### src/rtl/button_pkg.sv
// Shared types and defaults for the button debounce block.
package button_pkg;

    typedef enum logic [1:0] {
        StReleased    = 2'd0,
        StPendPress   = 2'd1,
        StPressed     = 2'd2,
        StPendRelease = 2'd3
    } btn_state_t;

    localparam int unsigned SYNC_STAGES         = 2;
    localparam int unsigned DEFAULT_DB_CYCLES   = 1_000_000;
    localparam int unsigned DEFAULT_LONG_CYCLES = 100_000_000;

endpackage

### src/rtl/debounce_channel.sv
// One button channel: pad synchroniser, debounce FSM and optional long-press detector.
// Long-press logic is built only when BUTTON_LONG_PRESS_EN is defined.
module debounce_channel
    import button_pkg::*;
#(
    parameter int unsigned DB_CYCLES   = DEFAULT_DB_CYCLES,
    parameter int unsigned LONG_CYCLES = DEFAULT_LONG_CYCLES
) (
    input  logic clk,
    input  logic rst_n,
    input  logic but,
    output logic btn_level,
    output logic btn_press,
    output logic btn_release,
    output logic btn_long
);

    if (DB_CYCLES < 2 || LONG_CYCLES <= DB_CYCLES) begin : g_bad_params
        $error("debounce_channel: need DB_CYCLES >= 2 and LONG_CYCLES > DB_CYCLES");
    end

`ifdef BUTTON_LONG_PRESS_EN
    localparam int unsigned CNT_W = $clog2(LONG_CYCLES + 1);
`else
    localparam int unsigned CNT_W = $clog2(DB_CYCLES + 1);
`endif
    localparam logic [CNT_W-1:0] DB_LAST = CNT_W'(DB_CYCLES - 1);

    logic [SYNC_STAGES-1:0] sync_q;
    btn_state_t             state_q, state_d;
    logic [CNT_W-1:0]       cnt_q, cnt_d;
    logic                   level_q, level_d;
    logic                   press_q, press_d;
    logic                   release_q, release_d;
    logic                   s;
    logic                   db_done;

    // Pad is active-low; sync flops reset to the released level.
    assign s       = ~sync_q[SYNC_STAGES-1];
    assign db_done = (cnt_q == DB_LAST);

    always_ff @(posedge clk or negedge rst_n) begin
        if (!rst_n) begin
            sync_q    <= '1;
            state_q   <= StReleased;
            cnt_q     <= '0;
            level_q   <= 1'b0;
            press_q   <= 1'b0;
            release_q <= 1'b0;
        end else begin
            sync_q    <= {sync_q[SYNC_STAGES-2:0], but};
            state_q   <= state_d;
            cnt_q     <= cnt_d;
            level_q   <= level_d;
            press_q   <= press_d;
            release_q <= release_d;
        end
    end

    always_comb begin
        state_d = state_q;
        cnt_d   = '0;
        case (state_q)
            StReleased: begin
                if (s) begin
                    state_d = StPendPress;
                    cnt_d   = CNT_W'(1);
                end
            end
            StPendPress: begin
                if (!s) begin
                    state_d = StReleased;
                end else if (db_done) begin
                    state_d = StPressed;
                end else begin
                    cnt_d = cnt_q + CNT_W'(1);
                end
            end
            StPressed: begin
                if (!s) begin
                    state_d = StPendRelease;
                    cnt_d   = CNT_W'(1);
                end
            end
            StPendRelease: begin
                if (s) begin
                    state_d = StPressed;
                end else if (db_done) begin
                    state_d = StReleased;
                end else begin
                    cnt_d = cnt_q + CNT_W'(1);
                end
            end
            default: state_d = StReleased;
        endcase
    end

    always_comb begin
        press_d   = (state_q == StPendPress) && s && db_done;
        release_d = (state_q == StPendRelease) && !s && db_done;
        level_d   = level_q;
        if (press_d) begin
            level_d = 1'b1;
        end else if (release_d) begin
            level_d = 1'b0;
        end
    end

    assign btn_level   = level_q;
    assign btn_press   = press_q;
    assign btn_release = release_q;

`ifdef BUTTON_LONG_PRESS_EN
    localparam int unsigned      HOLD_W    = $clog2(LONG_CYCLES + 1);
    localparam logic [HOLD_W-1:0] LONG_LAST = HOLD_W'(LONG_CYCLES - 1);
    localparam logic [HOLD_W-1:0] HOLD_MAX  = HOLD_W'(LONG_CYCLES);

    logic [HOLD_W-1:0] hold_q, hold_d;
    logic              long_q, long_d;

    // Runs while the debounced level is high, so a rejected release glitch keeps the count.
    always_comb begin
        hold_d = hold_q;
        long_d = 1'b0;
        if (press_d) begin
            hold_d = '0;
        end else if (level_q && hold_q != HOLD_MAX) begin
            hold_d = hold_q + HOLD_W'(1);
            long_d = (hold_q == LONG_LAST);
        end
    end

    always_ff @(posedge clk or negedge rst_n) begin
        if (!rst_n) begin
            hold_q <= '0;
            long_q <= 1'b0;
        end else begin
            hold_q <= hold_d;
            long_q <= long_d;
        end
    end

    assign btn_long = long_q;
`else
    assign btn_long = 1'b0;
`endif

endmodule

### src/rtl/button_debounce.sv
// Debounced, edge-detected button inputs: N_BTN independent debounce_channel instances.
// Define BUTTON_LONG_PRESS_EN to enable the btn_long long-press pulses.
module button_debounce
    import button_pkg::*;
#(
    parameter int unsigned N_BTN       = 2,
    parameter int unsigned DB_CYCLES   = DEFAULT_DB_CYCLES,
    parameter int unsigned LONG_CYCLES = DEFAULT_LONG_CYCLES
) (
    input  logic             clk,
    input  logic             rst_n,
    input  logic [N_BTN-1:0] but,
    output logic [N_BTN-1:0] btn_level,
    output logic [N_BTN-1:0] btn_press,
    output logic [N_BTN-1:0] btn_release,
    output logic [N_BTN-1:0] btn_long
);

    for (genvar i = 0; i < N_BTN; i++) begin : g_chan
        debounce_channel #(
            .DB_CYCLES   (DB_CYCLES),
            .LONG_CYCLES (LONG_CYCLES)
        ) u_chan (
            .clk         (clk),
            .rst_n       (rst_n),
            .but         (but[i]),
            .btn_level   (btn_level[i]),
            .btn_press   (btn_press[i]),
            .btn_release (btn_release[i]),
            .btn_long    (btn_long[i])
        );
    end

endmodule
### config.mk
export PLATFORM = sky130hd
export DESIGN_NAME = button_debounce
export DESIGN_NICKNAME = d
export VERILOG_FILES = /design/src/rtl/button_pkg.sv /design/src/rtl/debounce_channel.sv /design/src/rtl/button_debounce.sv
export SDC_FILE = /design/constraint.sdc
export NUM_CORES = 1
export LEC_CHECK = 0
export ABC_AREA = 1
export CORE_ASPECT_RATIO = 0.8
export CORE_MARGIN = 4
export CORE_UTILIZATION = 55
export CTS_CLUSTER_SIZE = 14
export DETAILED_ROUTE_END_ITERATION = 16
export PLACE_DENSITY_LB_ADDON = 0.05
export REMOVE_ABC_BUFFERS = 1
export SETUP_SLACK_MARGIN = 0.4
export SYNTH_ARGS = -nofsm -noshare
export SYNTH_HDL_FRONTEND = slang
export SYNTH_SLANG_ARGS = --single-unit
### constraint.sdc
create_clock -name clk -period 1.65 [get_ports clk]
set_clock_uncertainty 0.1 [all_clocks]
set_input_delay 0.33 -clock clk [delete_from_list [all_inputs] [get_ports clk]]
set_output_delay 0.33 -clock clk [all_outputs]
set_load 0.02 [all_outputs]
After elaboration in Yosys (flattened, before gate mapping). Index checks and enable logic that the tools add are counted.

Bits in registers: 54. Output and inout bits: 8. Logic and storage cells: 76.

Add/subtract/negate cells: 2. Eq/ne operators: 16. Mux-type cells: 30. Bitwise gates (word level): 2. Reductions and logical operators: 14.

Operator list (number): $pmux W20 S4 (2); $mux W20 (6); $add A20 B1 Y20 const B (2); $eq A20 B20 Y1 const B (2); $mux W2 (12); $pmux W2 S4 (2); $eq A2 B2 Y1 const B (4); $logic_and A1 B1 Y1 (8); $mux W1 (8); $reduce_and A4 Y1 (2); $ne A3 B1 Y1 const B (2); $ne A3 B3 Y1 const B (2); $eq A2 B1 Y1 const B (2); $logic_not A2 Y1 (2); $ne A2 B1 Y1 const B (2); $ne A2 B2 Y1 const B (2); $reduce_bool A2 Y1 (2); $not A1 Y1 (2).

Longest topological paths before layout.
Depth after elaboration: 5. Mapped depth: 9. Depth with buffers taken out: 9.

Modules after synthesis. A second synthesis with hierarchy kept.

Cell total of the unflattened synthesis: 404. Area, all modules: 2960.3 um^2.

Modules (own cells, without submodules): debounce_channel (instances 2, cells an instance 202, area each 1480.2 um^2, sequential area each 678.2 um^2).

Least setup slack after synthesis. OpenSTA, ideal clock, no wires.

Kind: register to register. From: register g_chan[0].u_chan.cnt_q[0]. To: register g_chan[0].u_chan.cnt_q[12]. Library setup time: 120 ps. Arrival time: 1311 ps. Required time: 1430 ps. Slack: 119 ps. Cell stages (with the launch flop): 8. Path buffers: 1. Period minus slack after synthesis: 1531 ps. Path through: dfrtp_1 -> ha_1 -> nand2_2 -> nor3_4 -> nand3_2 -> nand2_4 -> buf_12 -> nor2_1.

Cells in the longest elaborated chain, start to end: 4. Elaborated cells on any way between the ends: 6.

Ends and longest elaborated chain: start, declared (line debounce_channel.sv:31) `logic [CNT_W-1:0] cnt_q, cnt_d;`; start signal, assigned (line debounce_channel.sv:53) `cnt_q <= cnt_d;`; $add A20 B1 Y20 / $eq A20 B20 Y1 (equally long branches) (line debounce_channel.sv:76, debounce_channel.sv:91, debounce_channel.sv:40); $mux W20 (*) (line debounce_channel.sv:73, debounce_channel.sv:88); $mux W20, on equally long branches (line debounce_channel.sv:86, debounce_channel.sv:71); $pmux W20 S4 (*) (line debounce_channel.sv:63) `case (state_q)`; named net g_chan[0].u_chan.cnt_d[12] (line debounce_channel.sv:31).

Mark *: on every way through the listed nets, which the timed path passes. The rest lies on a longest branch. A chain may end at the register's enable or synchronous reset.

Final worst setup path.
From: register g_chan[1].u_chan.cnt_q[0]. To: register g_chan[1].u_chan.cnt_q[2].

Cells in the longest elaborated chain, start to end: 4. Elaborated cells on any way between the ends: 6.

Ends and longest elaborated chain (line): start, declared (debounce_channel.sv:31); start signal, assigned (debounce_channel.sv:53); $add A20 B1 Y20 / $eq A20 B20 Y1 (equally long branches) (debounce_channel.sv:76, debounce_channel.sv:91, debounce_channel.sv:40); $mux W20 (*) (debounce_channel.sv:73, debounce_channel.sv:88); $mux W20, on equally long branches (debounce_channel.sv:86, debounce_channel.sv:71); $pmux W20 S4 (*) (debounce_channel.sv:63); named net g_chan[1].u_chan.cnt_d[2] (debounce_channel.sv:31).

Marked as above.

==> impl_metrics.xml <==
<?xml version="1.0" encoding="UTF-8"?>
<metrics>
  <group name="worst_setup_path">
    <metric name="critical_path_buf_inv_count" unit="">1</metric>
    <metric name="setup.worst_path.end_class" unit="">register</metric>
    <metric name="arrival" unit="ns">1.64</metric>
    <metric name="worst-endpoint-required" unit="ns">1.75</metric>
    <metric name="crit_path_frequent_cell" unit="">sky130_fd_sc_hd__nor2_4</metric>
    <metric name="reg2reg_setup_slack" unit="ns">0.12</metric>
    <metric name="critical_path.slowest_cell" unit="">sky130_fd_sc_hd__dfrtp_1</metric>
    <metric name="crit_type" unit="">register to register</metric>
    <metric name="worstPathCellList" unit="">ha_4 &gt; nand2_4 &gt; nor2_4 &gt; nand3_2 &gt; nor2_4 &gt; nor2_4 &gt; inv_6 &gt; nor2_1</metric>
    <metric name="crit_path_max_fanout" unit="">13</metric>
    <metric name="max_stage_delay" unit="ns">0.42</metric>
    <metric name="startpoint_type" unit="">register</metric>
    <metric name="critical_path.top_delay_family" unit="">simple AND/OR/NAND/NOR gates</metric>
  </group>
  <group name="route">
    <metric name="drc" unit="">0</metric>
    <metric name="first_iteration_detailed_routing_drc_count" unit="">119</metric>
    <metric name="route.vias.total" unit="">2460</metric>
    <metric name="drt-vias-per-instance" unit="">5.06</metric>
    <metric name="routed_wirelength" unit="mm">6.42</metric>
    <metric name="met2WireLength" unit="mm">2.73</metric>
    <metric name="maxUsedRoutingLayer" unit="">met4</metric>
    <metric name="detailroute.wirelength.met3" unit="um">342</metric>
    <metric name="routed_wire_length_per_instance" unit="um">13.2</metric>
    <metric name="drt_first_pass_iters" unit="">4</metric>
    <metric name="wl_met1" unit="mm">3.20</metric>
    <metric name="antenna_left" unit="">0</metric>
  </group>
  <group name="final_layout">
    <metric name="final_core_utilization" unit="%">72.9</metric>
    <metric name="postLayoutCellArea" unit="um2">3690</metric>
    <metric name="final_nets" unit="">429</metric>
    <metric name="area_growth_syn_to_layout" unit="%">27.0</metric>
    <metric name="antenna_cells_inserted" unit="">0</metric>
    <metric name="layout-drive-gt1-share" unit="%">31.6</metric>
  </group>
  <group name="clock_tree">
    <metric name="ctsHtreeMaxLevel" unit="">2</metric>
    <metric name="clk_pin_slew" unit="ns">0.10</metric>
    <metric name="numCtsBuffers" unit="">5</metric>
    <metric name="clock-root-buffer" unit="">sky130_fd_sc_hd__clkbuf_8</metric>
    <metric name="tritoncts_num_sinks" unit="">54</metric>
    <metric name="cts_tree" unit="">yes</metric>
    <metric name="cts_max_path_buffers" unit="">2</metric>
    <metric name="clkLatencyLatePin" unit="ns">0.31</metric>
  </group>
  <group name="timing">
    <metric name="setup_repair_after_global_routing_missed_its_margin" unit="">true</metric>
    <metric name="final_max_slew_viol_count" unit="">0</metric>
    <metric name="post-route-period-util" unit="%">92.8</metric>
    <metric name="setup_violations" unit="">0</metric>
    <metric name="fin_ws" unit="ns">0.119</metric>
    <metric name="timing.fmax" unit="MHz">653</metric>
    <metric name="whs" unit="ns">0.260</metric>
    <metric name="fin_crit" unit="ns">1.53</metric>
    <metric name="setup-tns-final" unit="ns">0</metric>
    <metric name="hold_violations" unit="">0</metric>
  </group>
  <group name="run">
    <metric name="drv.max_cap_violation_count" unit="">0</metric>
  </group>
  <group name="worst_hold_path">
    <metric name="hold_class" unit="">register to register</metric>
  </group>
  <group name="synth">
    <metric name="synthesis.instances" unit="">378</metric>
    <metric name="postSynthRegisterBits" unit="">54</metric>
    <metric name="synth.distinct_cells" unit="">28</metric>
    <metric name="syn-cell-area" unit="um2">2910</metric>
    <metric name="syn_area_per_cell" unit="um2">7.70</metric>
    <metric name="synth-warning-count" unit="">0</metric>
    <metric name="yosysSeqAreaShare" unit="%">46.6</metric>
  </group>
  <group name="floorplan">
    <metric name="boundaryPins" unit="">12</metric>
    <metric name="core.rowCount" unit="">23</metric>
    <metric name="die_width" unit="um">89.3</metric>
    <metric name="initial_core_util" unit="%">57.4</metric>
    <metric name="floorplan.core_area" unit="um2">5060</metric>
    <metric name="die-area" unit="um2">6520</metric>
    <metric name="die-height" unit="um">73.1</metric>
  </group>
  <group name="placed_design">
    <metric name="place_congestion" unit="">0.884</metric>
    <metric name="i_o_buffers" unit="">9</metric>
    <metric name="dp_hpwl" unit="mm">4.34</metric>
    <metric name="dpl_worst_slack" unit="ns">0.0174</metric>
    <metric name="placed_area" unit="um2">3140</metric>
  </group>
  <group name="global_routing">
    <metric name="number_of_antenna_violations_at_the_first_check_in_global_routing" unit="">0</metric>
    <metric name="number_of_global_route_vias_before_repair" unit="">2292</metric>
    <metric name="grt_max_degree" unit="">55</metric>
    <metric name="global_route_wire_length_before_repair" unit="mm">10.5</metric>
    <metric name="grt_overflow" unit="">0</metric>
    <metric name="grt.total_usage" unit="%">21.1</metric>
  </group>
  <group name="pwr">
    <metric name="cellPowerDensity" unit="nW/um2">646</metric>
    <metric name="leakage_power_total" unit="uW">0.00167</metric>
    <metric name="power.ir.vdd_worst" unit="mV">0.713</metric>
  </group>
  <group name="status">
    <metric name="status" unit="">completed</metric>
  </group>
</metrics>
==> report_power, final <==
part           internal (uW)  total [uW]  switching (uW)  leakage, uW
logic                   57.5         138            80.5     0.000895
registers               1340        1360            15.7     0.000728
clock network            453         894             441    0.0000514
total                   1850        2390             537      0.00167
==> sequential cells by signal, indices dropped and copies added (netlist names), named ones only <==
signal                     flops
g_chan.u_chan.state_q          2
g_chan.u_chan.btn_release      2
g_chan.u_chan.cnt_q           40
g_chan.u_chan.btn_level        2
g_chan.u_chan.btn_press        2
g_chan.u_chan.sync_q           4
==> synth_stat cells <==
master	n	area share, %
sky130_fd_sc_hd__a21oi_1	6	1.0
sky130_fd_sc_hd__and2_1	1	0.22
sky130_fd_sc_hd__buf_12	1	0.69
sky130_fd_sc_hd__buf_4	8	2.1
sky130_fd_sc_hd__buf_6	1	0.39
sky130_fd_sc_hd__conb_1	1	0.13
sky130_fd_sc_hd__dfrtp_1	50	43
sky130_fd_sc_hd__dfstp_2	4	3.6
sky130_fd_sc_hd__ha_1	2	0.86
sky130_fd_sc_hd__inv_1	51	6.6
sky130_fd_sc_hd__inv_2	1	0.13
sky130_fd_sc_hd__nand2_1	85	11
sky130_fd_sc_hd__nand2_2	2	0.43
sky130_fd_sc_hd__nand2_4	1	0.39
sky130_fd_sc_hd__nand3_1	21	3.6
sky130_fd_sc_hd__nand3_2	3	1.0
sky130_fd_sc_hd__nand3b_1	2	0.52
sky130_fd_sc_hd__nand4_1	11	2.4
sky130_fd_sc_hd__nor2_1	83	11
sky130_fd_sc_hd__nor2_2	9	1.9
sky130_fd_sc_hd__nor2_4	3	1.2
sky130_fd_sc_hd__nor3_1	5	0.86
sky130_fd_sc_hd__nor3_4	1	0.56
sky130_fd_sc_hd__nor4_1	1	0.22
sky130_fd_sc_hd__o21ai_0	7	1.2
sky130_fd_sc_hd__o22ai_1	1	0.22
sky130_fd_sc_hd__xnor2_1	5	1.5
sky130_fd_sc_hd__xor2_1	12	3.6
==> final timing paths <==
kind                       depth (start not counted)                       start                         end
max                                                8   g_chan[1].u_chan.cnt_q[0]   g_chan[1].u_chan.cnt_q[2]
min                                                0  g_chan[0].u_chan.sync_q[0]  g_chan[0].u_chan.sync_q[1]
max reg2reg                                        8   g_chan[1].u_chan.cnt_q[0]   g_chan[1].u_chan.cnt_q[2]
min reg2reg                                        0  g_chan[0].u_chan.sync_q[0]  g_chan[0].u_chan.sync_q[1]
max in group asynchronous                          3                       rst_n  g_chan[0].u_chan.sync_q[0]
min in group asynchronous                          3                       rst_n   g_chan[1].u_chan.cnt_q[4]
==> logic make-up (layout without fill, tap and decap cells) <==
group	after synthesis	after routing	synth area share, %
simple gates	228	228	35.0
buf+inv	62	107	9.85
flops	54	54	46.6
xor+xnor	17	17	5.12
compound gates	14	14	2.45
fa+ha+maj	2	2	0.860
other cells	1	2	0.129
==> timing repair <==
action / 4_1_cts / 5_1_grt
buffers inserted: 10 / 10
gates cloned: 0 / 0
hold buffers: 1 / 0
setup endpoints to repair: 56 / 56
hold endpoints to repair: 50 / 0
pin swaps: 19 / 14
resized for setup: 73 / 49
==> stage by stage <==
stage,total power (uW),std cells
detailed placement,1480,457
finish,2390,486
global route,2490,486
global placement,1480,457
floorplan,1420,369
CTS,2400,476
==> layer usage <==
metal,global-route usage (%),vias up
met5,0,-
met4,6.12,0
met3,4.85,15
met2,28.8,62
met1,32.9,1141
li1,-,1242
==> final cells by class <==
type                    instances  area (um2)
multi-input cells             263        1520
well taps                      62        77.6
inverters                      52         200
clock inverters                 2        37.5
clock buffers                   6        72.6
flip-flops and latches         54        1360
repair buffers                 47         432
fillers                       402        1370
==> worst reg2reg max path: stages (launching register included) <==
cell	delay [ns]
sky130_fd_sc_hd__dfrtp_1	0.42
sky130_fd_sc_hd__ha_4	0.18
sky130_fd_sc_hd__nand2_4	0.05
sky130_fd_sc_hd__nor2_4	0.11
sky130_fd_sc_hd__nand3_2	0.09
sky130_fd_sc_hd__nor2_4	0.19
sky130_fd_sc_hd__nor2_4	0.11
sky130_fd_sc_hd__inv_6	0.12
sky130_fd_sc_hd__nor2_1	0.06
==> cell usage in the layout, fill, tap and decap left out, types with 2 or more instances in the layout <==
master | netlist | routed
sky130_fd_sc_hd__nand4_1 | 11 | 11
sky130_fd_sc_hd__nand3b_1 | 2 | 2
sky130_fd_sc_hd__xor2_1 | 12 | 12
sky130_fd_sc_hd__buf_6 | 1 | 13
sky130_fd_sc_hd__nand2_2 | 2 | 13
sky130_fd_sc_hd__nor3_4 | 1 | 2
sky130_fd_sc_hd__nor2_4 | 3 | 11
sky130_fd_sc_hd__nand3_4 | 0 | 2
sky130_fd_sc_hd__inv_2 | 1 | 4
sky130_fd_sc_hd__xnor2_1 | 5 | 4
sky130_fd_sc_hd__o21ai_1 | 0 | 2
sky130_fd_sc_hd__nand3_1 | 21 | 17
sky130_fd_sc_hd__nor3_2 | 0 | 2
sky130_fd_sc_hd__nand3_2 | 3 | 5
sky130_fd_sc_hd__dfrtp_2 | 0 | 2
sky130_fd_sc_hd__clkdlybuf4s50_1 | 0 | 2
sky130_fd_sc_hd__buf_4 | 8 | 28
sky130_fd_sc_hd__nor2_2 | 9 | 25
sky130_fd_sc_hd__nand2_4 | 1 | 4
sky130_fd_sc_hd__o21ai_0 | 7 | 4
sky130_fd_sc_hd__nor2_1 | 83 | 59
sky130_fd_sc_hd__inv_1 | 51 | 47
sky130_fd_sc_hd__dfrtp_1 | 50 | 48
sky130_fd_sc_hd__nor3_1 | 5 | 2
sky130_fd_sc_hd__a21oi_2 | 0 | 3
sky130_fd_sc_hd__conb_1 | 1 | 2
sky130_fd_sc_hd__a21oi_1 | 6 | 3
sky130_fd_sc_hd__buf_12 | 1 | 2
sky130_fd_sc_hd__nand2_1 | 85 | 71
sky130_fd_sc_hd__clkbuf_8 | 0 | 5
sky130_fd_sc_hd__dfstp_2 | 4 | 4
(Power assumes the default switching activity.)
